## src/rtl/rr_mux_pkg.sv

```systemverilog
// rr_mux_pkg: shared types and constants for the round-robin 4:1 arbiter.
//   sel_t    : 2-bit source index
//   state_t  : output-stage occupancy (EMPTY / FULL)
//   N_SRC    : number of sources
//   CNT_W    : width of each per-source grant counter
//   rr_pick  : first valid source scanning from a start pointer, wrapping 3 -> 0
package rr_mux_pkg;

    typedef logic [1:0] sel_t;

    typedef enum logic {
        EMPTY = 1'b0,
        FULL  = 1'b1
    } state_t;

    localparam int N_SRC = 4;
    localparam int CNT_W = 8;

    // Rotate the request vector so the pointer position lands at bit 0,
    // take the lowest set bit, then rotate the offset back.
    function automatic sel_t rr_pick(input logic [N_SRC-1:0] v, input sel_t ptr);
        logic [2*N_SRC-1:0] dbl;
        sel_t               off;
        dbl = {v, v} >> ptr;
        off = 2'd0;
        for (int k = N_SRC - 1; k >= 0; k--) begin
            if (dbl[k]) off = sel_t'(k);
        end
        return sel_t'(ptr + off);
    endfunction

endpackage

```

## src/rtl/mux_4.sv

```systemverilog
// mux_4: plain combinational 4:1 word selector.
//   i_s      : select index
//   i_in0..3 : candidate words
//   o_y      : selected word
module mux_4
    import rr_mux_pkg::*;
#(
    parameter int WIDTH = 4
) (
    input  sel_t             i_s,
    input  logic [WIDTH-1:0] i_in0,
    input  logic [WIDTH-1:0] i_in1,
    input  logic [WIDTH-1:0] i_in2,
    input  logic [WIDTH-1:0] i_in3,
    output logic [WIDTH-1:0] o_y
);

    always_comb begin
        case (i_s)
            2'd0:    o_y = i_in0;
            2'd1:    o_y = i_in1;
            2'd2:    o_y = i_in2;
            default: o_y = i_in3;
        endcase
    end

endmodule

```

## src/rtl/rr_mux_4.sv

```systemverilog
// rr_mux_4: registered 4-source round-robin arbiter feeding a 4:1 select,
// with a one-entry valid/ready output stage.
//   i_clk, i_rst : clock, synchronous active-high reset
//   i_valid[3:0] : per-source request
//   i_in0..i_in3 : per-source data words
//   o_ready[3:0] : one-hot grant, source word taken this cycle
//   o_valid      : output stage holds a word
//   o_data       : registered winning word
//   o_sel        : index of the source that produced o_data
//   i_ready      : downstream accepts o_data when o_valid && i_ready
//   o_cnt[31:0]  : per-source saturating grant counters, only when
//                  RR_MUX_4_CNT_EN is defined (source k in bits [8k+7:8k])
module rr_mux_4
    import rr_mux_pkg::*;
#(
    parameter int WIDTH = 4
) (
    input  logic             i_clk,
    input  logic             i_rst,
    input  logic [3:0]       i_valid,
    input  logic [WIDTH-1:0] i_in0,
    input  logic [WIDTH-1:0] i_in1,
    input  logic [WIDTH-1:0] i_in2,
    input  logic [WIDTH-1:0] i_in3,
    output logic [3:0]       o_ready,
    output logic             o_valid,
    output logic [WIDTH-1:0] o_data,
    output sel_t             o_sel,
    input  logic             i_ready
`ifdef RR_MUX_4_CNT_EN
    ,
    output logic [31:0]      o_cnt
`endif
);

    state_t           r_state;
    state_t           w_state_nxt;
    sel_t             r_ptr;
    sel_t             r_sel;
    logic [WIDTH-1:0] r_data;
    sel_t             w_win;
    logic             w_load;
    logic [WIDTH-1:0] w_mux;

    mux_4 #(.WIDTH(WIDTH)) u_mux (
        .i_s   (w_win),
        .i_in0 (i_in0),
        .i_in1 (i_in1),
        .i_in2 (i_in2),
        .i_in3 (i_in3),
        .o_y   (w_mux)
    );

    // Grant is suppressed during reset so no source believes its word was
    // taken while the stage is being cleared.
    always_comb begin
        w_win       = rr_pick(i_valid, r_ptr);
        w_load      = !i_rst && ((r_state == EMPTY) || i_ready) && (|i_valid);
        o_ready     = w_load ? (4'b0001 << w_win) : 4'b0000;
        w_state_nxt = r_state;
        if (w_load)
            w_state_nxt = FULL;
        else if ((r_state == FULL) && i_ready)
            w_state_nxt = EMPTY;
    end

    always_ff @(posedge i_clk) begin
        if (i_rst) begin
            r_state <= EMPTY;
            r_data  <= '0;
            r_sel   <= 2'd0;
            r_ptr   <= 2'd0;
        end else begin
            r_state <= w_state_nxt;
            if (w_load) begin
                r_data <= w_mux;
                r_sel  <= w_win;
                r_ptr  <= sel_t'(w_win + 2'd1);
            end
        end
    end

    assign o_valid = (r_state == FULL);
    assign o_data  = r_data;
    assign o_sel   = r_sel;

`ifdef RR_MUX_4_CNT_EN
    for (genvar k = 0; k < N_SRC; k++) begin : g_cnt
        logic [CNT_W-1:0] r_cnt;
        always_ff @(posedge i_clk) begin
            if (i_rst)
                r_cnt <= '0;
            else if (o_ready[k] && (r_cnt != {CNT_W{1'b1}}))
                r_cnt <= r_cnt + 1'b1;
        end
        assign o_cnt[CNT_W*k +: CNT_W] = r_cnt;
    end
`endif

endmodule

```

## config.mk

```make
export PLATFORM = sky130hd
export DESIGN_NAME = rr_mux_4
export DESIGN_NICKNAME = d
export VERILOG_FILES = /design/src/rtl/rr_mux_pkg.sv /design/src/rtl/mux_4.sv /design/src/rtl/rr_mux_4.sv
export SDC_FILE = /design/constraint.sdc
export NUM_CORES = 1
export LEC_CHECK = 0
export ABC_AREA = 1
export CAP_MARGIN = 30
export CORE_AREA = 2 2 45 47
export CTS_BUF_LIST = sky130_fd_sc_hd__clkbuf_16
export DETAILED_ROUTE_END_ITERATION = 16
export DIE_AREA = 0 0 47 49
export PLACE_DENSITY_LB_ADDON = 0.15
export SYNTH_ARGS = -nofsm -noshare
export SYNTH_HDL_FRONTEND = slang
export SYNTH_HIERARCHICAL = 1
export SYNTH_SLANG_ARGS = --single-unit
```

## constraint.sdc

```tcl
create_clock -name i_clk -period 2.2 [get_ports i_clk]
set_input_delay 0.44 -clock i_clk [delete_from_list [all_inputs] [get_ports i_clk]]
set_output_delay 0.44 -clock i_clk [all_outputs]
set_load 0.1 [all_outputs]
```

==> impl_summary.log, run 1 <==
INFO  metric result_of_the_run = finished, violations left
INFO  metric failed_checks = negative setup slack
INFO  metric worst-endpoint-arrival = 2110 ps
INFO  metric clk-insertion-delay-late = 240 ps
INFO  metric max-vdd-ir-drop = 1.732 mV
INFO  metric startpoint_types = input pin
INFO  metric max-slew-margin-rel = 81.55%
INFO  metric grt_pass1_vias = 866
INFO  metric cts_tree = yes
INFO  metric area_of_the_placeable_core = 1842 um^2
INFO  metric synthesis.area = 680.7 um^2
INFO  metric finClkSkew = 2.180 ps
INFO  metric design.die.area = 2303 um^2
INFO  metric grt_remaining_overflow = 0
INFO  metric drt_iter0_drc = 8
INFO  metric required = 1760 ps
INFO  metric ys_ff_latch = 9
INFO  metric layout.filler_cells = 157
INFO  metric max_transition_viols_final = 0
INFO  metric hold_viol_final = 0
INFO  metric tightestPinTransition = 279.0 ps
INFO  metric pin_count_of_the_biggest_net_entering_global_routing = 12
INFO  metric fp.dieH = 49 um
INFO  metric antenna_found_initial = 0
INFO  metric globalRouteTotalUtil = 19.97%
INFO  metric layout_min_cycle_time = 2545 ps
INFO  metric layout-drive-gt1-share = 43.48%
INFO  metric most-common-layout-cells = sky130_fd_sc_hd__nand2_1, sky130_fd_sc_hd__buf_4, sky130_fd_sc_hd__nand3_1, sky130_fd_sc_hd__clkdlybuf4s50_1, sky130_fd_sc_hd__nand3_2
INFO  metric post_synth_main_area_contributors = sky130_fd_sc_hd__dfxtp_1, sky130_fd_sc_hd__nand3_1, sky130_fd_sc_hd__nand2_1, sky130_fd_sc_hd__inv_1, sky130_fd_sc_hd__nand4_1
INFO  metric drt_via_density = 4.681
INFO  metric postLayoutCellArea = 1361 um^2
INFO  metric syn-instance-count = 110
INFO  metric final_net_count = 186
INFO  metric remaining_drc_errors = 0
INFO  metric finalWirelength = 2.088 mm
INFO  metric detailed_place_hpwl = 1.637 mm
INFO  metric mostFrequentLayoutCell = sky130_fd_sc_hd__nand2_1
INFO  metric crit_path_end_kind = output pin
INFO  metric place_congestion = 0.7385
INFO  metric wl_per_cell = 11.11 um
INFO  metric placementRows = 16
INFO  metric post_synth_num_cell_types = 21
INFO  metric cts_num_sinks = 9
INFO  metric synth-seq-area-share = 26.47%
INFO  metric unrepaired_setup_endpoints_after_global_routing = true
INFO  metric clkSlewWorstSetupHoldPaths = 40 ps
INFO  metric clock-root-buffer = sky130_fd_sc_hd__clkbuf_16
INFO  metric initial_utilization = 36.96%
INFO  metric portion_of_synthesized_cell_area_occupied_by_the_leading_cell_type = 26.47%
INFO  metric worst-path-max-fanout = 4
INFO  metric detail-route-antenna-nets = 0
INFO  metric post_layout_nonfiller_instances = 188
INFO  metric route.vias.total = 880
INFO  metric power_per_cell_area = 1535 nW/um^2
INFO  metric crit_type = input pin to output pin
INFO  metric leakagePower = 0.6144 nW
INFO  metric final.period_utilization = 115.7%
INFO  metric max_clock_freq = 0.3929 GHz
INFO  metric setup_viol = 4
INFO  metric setup_tns = -1344 ps
INFO  metric synth_area_per_cell = 6.188 um^2
INFO  metric number_of_cells_in_the_design_after_placement = 181
INFO  metric cap_violations = 0
INFO  metric net_count_synth = 134
INFO  metric yosysWarningCount = 6
INFO  metric holdCritPathClass = flip-flop to flip-flop
INFO  metric drtPass1Iterations = 4
INFO  metric floorplan.io_pins = 34
INFO  metric port_buffers = 33
INFO  metric die_w = 47 um
INFO  metric areaGrowthSynthToFinish = 100.0%
INFO  metric tritoncts.num_buffers = 3
INFO  metric synth_area_leader_cell = sky130_fd_sc_hd__dfxtp_1
INFO  metric wire_length_of_the_first_global_routing_pass = 3.422 mm
INFO  metric ctsHtreeMaxLevel = 1
INFO  metric postPlaceCellArea = 1237 um^2
INFO  metric cts-root-to-sink-buffers = 2
INFO  metric n_antenna_cell = 0
INFO  metric final.setup.worst_slack = -345.5 ps
## cell type report
type / count / area, um^2 / share of cell area, %
clock inverter: 1 / 5.005 / 0.3676
timing repair buffer: 50 / 471.7 / 34.65
tap: 27 / 33.78 / 2.482
clock buffer: 3 / 75.07 / 5.515
inverter: 14 / 67.56 / 4.963
multi-input combinational: 84 / 521.8 / 38.33
sequential: 9 / 186.4 / 13.69
## metrics by stage
step | hold WS, ps | power, mW | utilization, % | setup WS (ps)
6_report | 467.2 | 2.089 | 73.91 | -345.5
4_1_cts | 469.3 | 2.062 | 72.28 | -297.6
5_1_grt | 500.1 | 2.201 | 73.91 | -444.2
3_5_place_dp | 453.9 | 1.711 | 67.19 | -744.5
2_1_floorplan | 502.4 | 1.348 | - | -425.6
3_3_place_gp | 452.8 | 1.692 | 67.19 | -714.6
## layer usage
layer	vias to the layer above	share of wire, %	GRT usage (%)
li1	462	-	-
met1	394	38	21.69
met2	24	57	37.21
met3	0	4.4	5.556
met4	0	0	2.778
met5	-	0	0
## path summary, 6_finish.rpt
check,startpoint,endpoint,slack [ps],cells after the start
hold reg to reg,o_data[3]$_SDFFE_PP0P_,o_data[3]$_SDFFE_PP0P_,470,2
setup reg to reg,r_ptr[0]$_SDFFE_PP0P_,o_data[2]$_SDFFE_PP0P_,40,16
hold / removal,o_data[3]$_SDFFE_PP0P_,o_data[3]$_SDFFE_PP0P_,470,2
setup / recovery,i_valid[3],o_ready[2],-350,13
## worst max-delay path: stages
cell and delay (ps):
sky130_fd_sc_hd__clkdlybuf4s15_1 210, sky130_fd_sc_hd__nand2_2 100, sky130_fd_sc_hd__nand3_2 80, sky130_fd_sc_hd__nand2_2 70
sky130_fd_sc_hd__nand3_2 60, sky130_fd_sc_hd__a21boi_2 150, sky130_fd_sc_hd__ha_2 200, sky130_fd_sc_hd__xnor2_2 130
sky130_fd_sc_hd__nand3_2 140, sky130_fd_sc_hd__nand2_4 130, sky130_fd_sc_hd__nand3_2 110, sky130_fd_sc_hd__clkinvlp_4 110
sky130_fd_sc_hd__buf_12 170
## state kept, by name (all words and copies together), names as in the netlist
register,cells
o_valid,1
o_sel,2
r_ptr,2
o_data,4
## cells by family (layout without fill, tap and decap cells)
kind of cell             Yosys count  count (layout)  share of synthesized area, %
AO/OA/AOI/OAI                      7               7                         6.435
XOR/XNOR                           1               1                         1.287
adder cells (fa/ha/maj)            1               1                         1.838
buffers and inverters             17              68                         12.13
flip-flops                         9               9                         26.47
AND/OR/NAND/NOR                   75              75                         51.84
## synth_stat cells
cell type / number
sky130_fd_sc_hd__a211oi_1: 1
sky130_fd_sc_hd__a21boi_0: 1
sky130_fd_sc_hd__a21oi_1: 2
sky130_fd_sc_hd__a21oi_2: 1
sky130_fd_sc_hd__buf_4: 1
sky130_fd_sc_hd__buf_6: 2
sky130_fd_sc_hd__clkinv_1: 1
sky130_fd_sc_hd__dfxtp_1: 9
sky130_fd_sc_hd__ha_1: 1
sky130_fd_sc_hd__inv_1: 10
sky130_fd_sc_hd__inv_2: 3
sky130_fd_sc_hd__nand2_1: 32
sky130_fd_sc_hd__nand2_2: 3
sky130_fd_sc_hd__nand3_1: 26
sky130_fd_sc_hd__nand3_2: 2
sky130_fd_sc_hd__nand4_1: 4
sky130_fd_sc_hd__nor2_1: 6
sky130_fd_sc_hd__nor2_4: 1
sky130_fd_sc_hd__nor3_1: 1
sky130_fd_sc_hd__o21ai_0: 2
sky130_fd_sc_hd__xnor2_1: 1
## where the power goes
| part | internal (mW) | switching [mW] |
|---|---|---|
| combinational | 0.506 | 0.993 |
| clock | 0.240 | 0.0819 |
| sequential | 0.223 | 0.0452 |
| total | 0.969 | 1.12 |
## what timing repair did
action                                  4_1_cts  5_1_grt
hold buffers                                  0        0
pin swaps                                    12        5
endpoints found under the setup margin       10        8
setup buffers                                 1        2
gates resized for setup                      15        6
hold endpoints to repair                      0        0
No activity file was read; power rests on OpenSTA's default activity.
==> inputs of run 2 (changes only) <==
--- a/config.mk
+++ b/config.mk
@@ -11,6 +11,7 @@
 export CTS_BUF_LIST = sky130_fd_sc_hd__clkbuf_16
 export DETAILED_ROUTE_END_ITERATION = 16
 export DIE_AREA = 0 0 47 49
+export GPL_ROUTABILITY_DRIVEN = 0
 export PLACE_DENSITY_LB_ADDON = 0.15
 export SYNTH_ARGS = -nofsm -noshare
 export SYNTH_HDL_FRONTEND = slang
==> results of run 2 <==
No change in the layout: final DEF, timing and power equal those of run 1.
==> inputs of run 3 (changes only) <==
--- a/config.mk
+++ b/config.mk
@@ -13,6 +13,7 @@
 export DIE_AREA = 0 0 47 49
 export GPL_ROUTABILITY_DRIVEN = 0
 export PLACE_DENSITY_LB_ADDON = 0.15
+export SKIP_LAST_GASP = 1
 export SYNTH_ARGS = -nofsm -noshare
 export SYNTH_HDL_FRONTEND = slang
 export SYNTH_HIERARCHICAL = 1
==> constraint.sdc (replaced) <==
create_clock -name i_clk -period 2.2 [get_ports i_clk]
set_input_delay 0.22 -clock i_clk [delete_from_list [all_inputs] [get_ports i_clk]]
set_output_delay 0.22 -clock i_clk [all_outputs]
set_load 0.1 [all_outputs]
==> impl_summary.log, run 3 (synthesized netlist as in run 1, its figures left out) <==
INFO  metric finalHoldWorstSlack = 462.2 ps (was 467.2 ps)
INFO  metric finalWirelength = 2.092 mm (was 2.088 mm)
INFO  metric max-slew-margin-rel = 79.55% (was 81.55%)
INFO  metric design_power_total = 2.129 mW (was 2.089 mW)
INFO  metric port_buffers = 33 (unchanged)
INFO  metric clock-root-buffer = sky130_fd_sc_hd__clkbuf_16 (unchanged)
INFO  metric clk-insertion-delay-late = 230 ps (was 240 ps)
INFO  metric path_buf_inv = 3 (unchanged)
INFO  metric pin_count_of_the_biggest_net_entering_global_routing = 12 (unchanged)
INFO  metric cts_num_sinks = 9 (unchanged)
INFO  metric drt_via_density = 4.742 (was 4.681)
INFO  metric slowest_stage = sky130_fd_sc_hd__dfxtp_4 (was sky130_fd_sc_hd__clkdlybuf4s15_1)
INFO  metric clkSlewWorstSetupHoldPaths = 40 ps (about the same)
INFO  metric final.period_utilization = 103.6% (was 115.7%)
INFO  metric setup_viol = 4 (unchanged)
INFO  metric mostFrequentLayoutCell = sky130_fd_sc_hd__nand2_1 (unchanged)
INFO  metric route.vias.total = 882 (was 880)
INFO  metric grt_pass1_vias = 861 (was 866)
INFO  metric worst-endpoint-arrival = 2060 ps (was 2110 ps)
INFO  metric n_antenna_cell = 0 (unchanged)
INFO  metric layout_min_cycle_time = 2279 ps (was 2545 ps)
INFO  metric layout.filler_cells = 147 (was 157)
INFO  metric postLayoutCellArea = 1350 um^2 (was 1361 um^2)
INFO  metric cts_tree = yes (unchanged)
INFO  metric startpoint_types = flip-flop (was input pin)
INFO  metric initial_utilization = 36.96% (unchanged)
INFO  metric final.setup.worst_slack = -78.56 ps (was -345.5 ps)
INFO  metric cpLargestDelayFamily = simple AND/OR/NAND/NOR gates (unchanged)
INFO  metric finClkSkew = 4.939 ps (was 2.180 ps)
INFO  metric leakagePower = 0.6213 nW (was 0.6144 nW)
INFO  metric area_of_the_placeable_core = 1842 um^2 (unchanged)
INFO  metric finish.utilization = 73.30% (was 73.91%)
INFO  metric postPlaceCellArea = 1169 um^2 (was 1237 um^2)
INFO  metric most-common-layout-cells = sky130_fd_sc_hd__nand2_1, sky130_fd_sc_hd__nand3_1, sky130_fd_sc_hd__buf_4, sky130_fd_sc_hd__clkdlybuf4s50_1, sky130_fd_sc_hd__inv_1 (was sky130_fd_sc_hd__nand2_1, sky130_fd_sc_hd__buf_4, sky130_fd_sc_hd__nand3_1, sky130_fd_sc_hd__clkdlybuf4s50_1, sky130_fd_sc_hd__nand3_2)
INFO  metric worst-path-max-fanout = 6 (was 4)
INFO  metric number_of_cells_in_the_design_after_placement = 177 (was 181)
INFO  metric cap_violations = 0 (unchanged)
INFO  metric tightestPinTransition = 306.4 ps (was 279.0 ps)
INFO  metric crit_type = flip-flop to output pin (was input pin to output pin)
INFO  metric detailed_place_hpwl = 1.447 mm (was 1.637 mm)
INFO  metric drt_iter0_drc = 6 (was 8)
INFO  metric hold_viol_final = 0 (unchanged)
INFO  metric result_of_the_run = finished, violations left (unchanged)
INFO  metric ctsHtreeMaxLevel = 1 (unchanged)
INFO  metric globalRouteTotalUtil = 21.53% (was 19.97%)
INFO  metric max_clock_freq = 0.4389 GHz (was 0.3929 GHz)
INFO  metric remaining_drc_errors = 0 (unchanged)
INFO  metric cts-root-to-sink-buffers = 2 (unchanged)
INFO  metric required = 1980 ps (was 1760 ps)
INFO  metric largest_reg_flops = 4 (unchanged)
INFO  metric floorplan.io_pins = 34 (unchanged)
INFO  metric failed_checks = negative setup slack (unchanged)
INFO  metric design.die.area = 2303 um^2 (unchanged)
INFO  metric drtPass1Iterations = 4 (unchanged)
INFO  metric setup_tns = -278.1 ps (was -1344 ps)
INFO  metric areaGrowthSynthToFinish = 98.34% (was 100.0%)
INFO  metric placementRows = 16 (unchanged)
INFO  metric dpl_worst_slack = -170.2 ps (was -744.5 ps)
INFO  metric timing.critical_path.slowest_cell_delay = 390 ps (was 210 ps)
INFO  metric antenna_found_initial = 0 (unchanged)
INFO  metric crit_path_end_kind = output pin (unchanged)
INFO  metric max-vdd-ir-drop = 0.9061 mV (was 1.732 mV)
INFO  metric seqCellArea = 186.4 um^2 (unchanged)
INFO  metric post_layout_nonfiller_instances = 186 (was 188)
INFO  metric tritoncts.num_buffers = 3 (unchanged)
INFO  metric power_per_cell_area = 1577 nW/um^2 (was 1535 nW/um^2)
INFO  metric multiInputGateArea = 513.0 um^2 (was 521.8 um^2)
INFO  metric layout-drive-gt1-share = 37.11% (was 43.48%)
INFO  metric wire_length_of_the_first_global_routing_pass = 3.553 mm (was 3.422 mm)
INFO  metric die_w = 47 um (unchanged)
INFO  metric holdCritPathClass = flip-flop to flip-flop (unchanged)
INFO  metric grt_remaining_overflow = 0 (unchanged)
INFO  metric max_transition_viols_final = 0 (unchanged)
INFO  metric path_cells = nand2_1 > nand3_1 > nand2_1 > a21boi_2 > ha_2 > inv_1 > nor2_1 > nand3_1 > clkinvlp_4 > buf_12 (was clkdlybuf4s15_1 > nand2_2 > nand3_2 > nand2_2 > nand3_2 > a21boi_2 > ha_2 > xnor2_2 > nand3_2 > nand2_4 > nand3_2 > clkinvlp_4 > buf_12)
INFO  metric fp.dieH = 49 um (unchanged)
INFO  metric wl_per_cell = 11.25 um (was 11.11 um)
INFO  metric unrepaired_setup_endpoints_after_global_routing = true (unchanged)
INFO  metric final_net_count = 184 (was 186)
INFO  metric detail-route-antenna-nets = 0 (unchanged)
==> run 3: changes by cell type in the layout (fill, tap and decap cells not counted), sizes merged <==
cell,previous run,this run
clkdlybuf4s15,2,0
dlygate4sd2,0,4
buf,29,26
clkbuf,4,3
clkinv,2,1
inv,11,12
==> run 3: layout make-up <==
cell class                      instances  area share [%]
Inverter                               14           4.819
Clock inverter                          1          0.2780
Multi-Input combinational cell         84           38.00
Tap cell                               27           2.502
Timing Repair Buffer                   48           35.03
Sequential cell                         9           13.81
Clock buffer                            3           5.561
==> run 3: tightest hold or removal path, stage by stage, from the launching register on <==
cell and delay [ps]:
sky130_fd_sc_hd__dfxtp_1 300, sky130_fd_sc_hd__nand3_1 70, sky130_fd_sc_hd__nand2_1 40
==> run 3: where the power goes <==
part / total, mW / switching (mW) / internal [mW]
combinational: 1.55 / 0.998 / 0.548
clock: 0.317 / 0.0792 / 0.238
sequential: 0.267 / 0.0443 / 0.223
total: 2.13 / 1.12 / 1.01
==> run 3: per-layer routing <==
layer  vias up  global-route usage [%]  routed length [um]
met2        32                   35.16                1083
li1        460                       -                   -
met4         0                   9.722                  35
met3         4                   6.296                 117
met5         -                       0                   0
met1       386                   24.83                 857
==> run 3: worst paths after layout <==
check        slack, ps                endpoint                   start  cells after the start
min reg2reg        460  o_data[2]$_SDFFE_PP0P_  o_data[2]$_SDFFE_PP0P_                      2
min                460  o_data[2]$_SDFFE_PP0P_  o_data[2]$_SDFFE_PP0P_                      2
max                -80              o_ready[1]   r_ptr[0]$_SDFFE_PP0P_                     10
max reg2reg          0  o_data[0]$_SDFFE_PP0P_   r_ptr[0]$_SDFFE_PP0P_                     16
==> run 3: what timing repair did <==
action / CTS / global route
pin swaps: 12 / 4
setup endpoints to repair: 4 / 8
setup buffers: 3 / 2
hold buffers: 0 / 0
resized for setup: 16 / 6
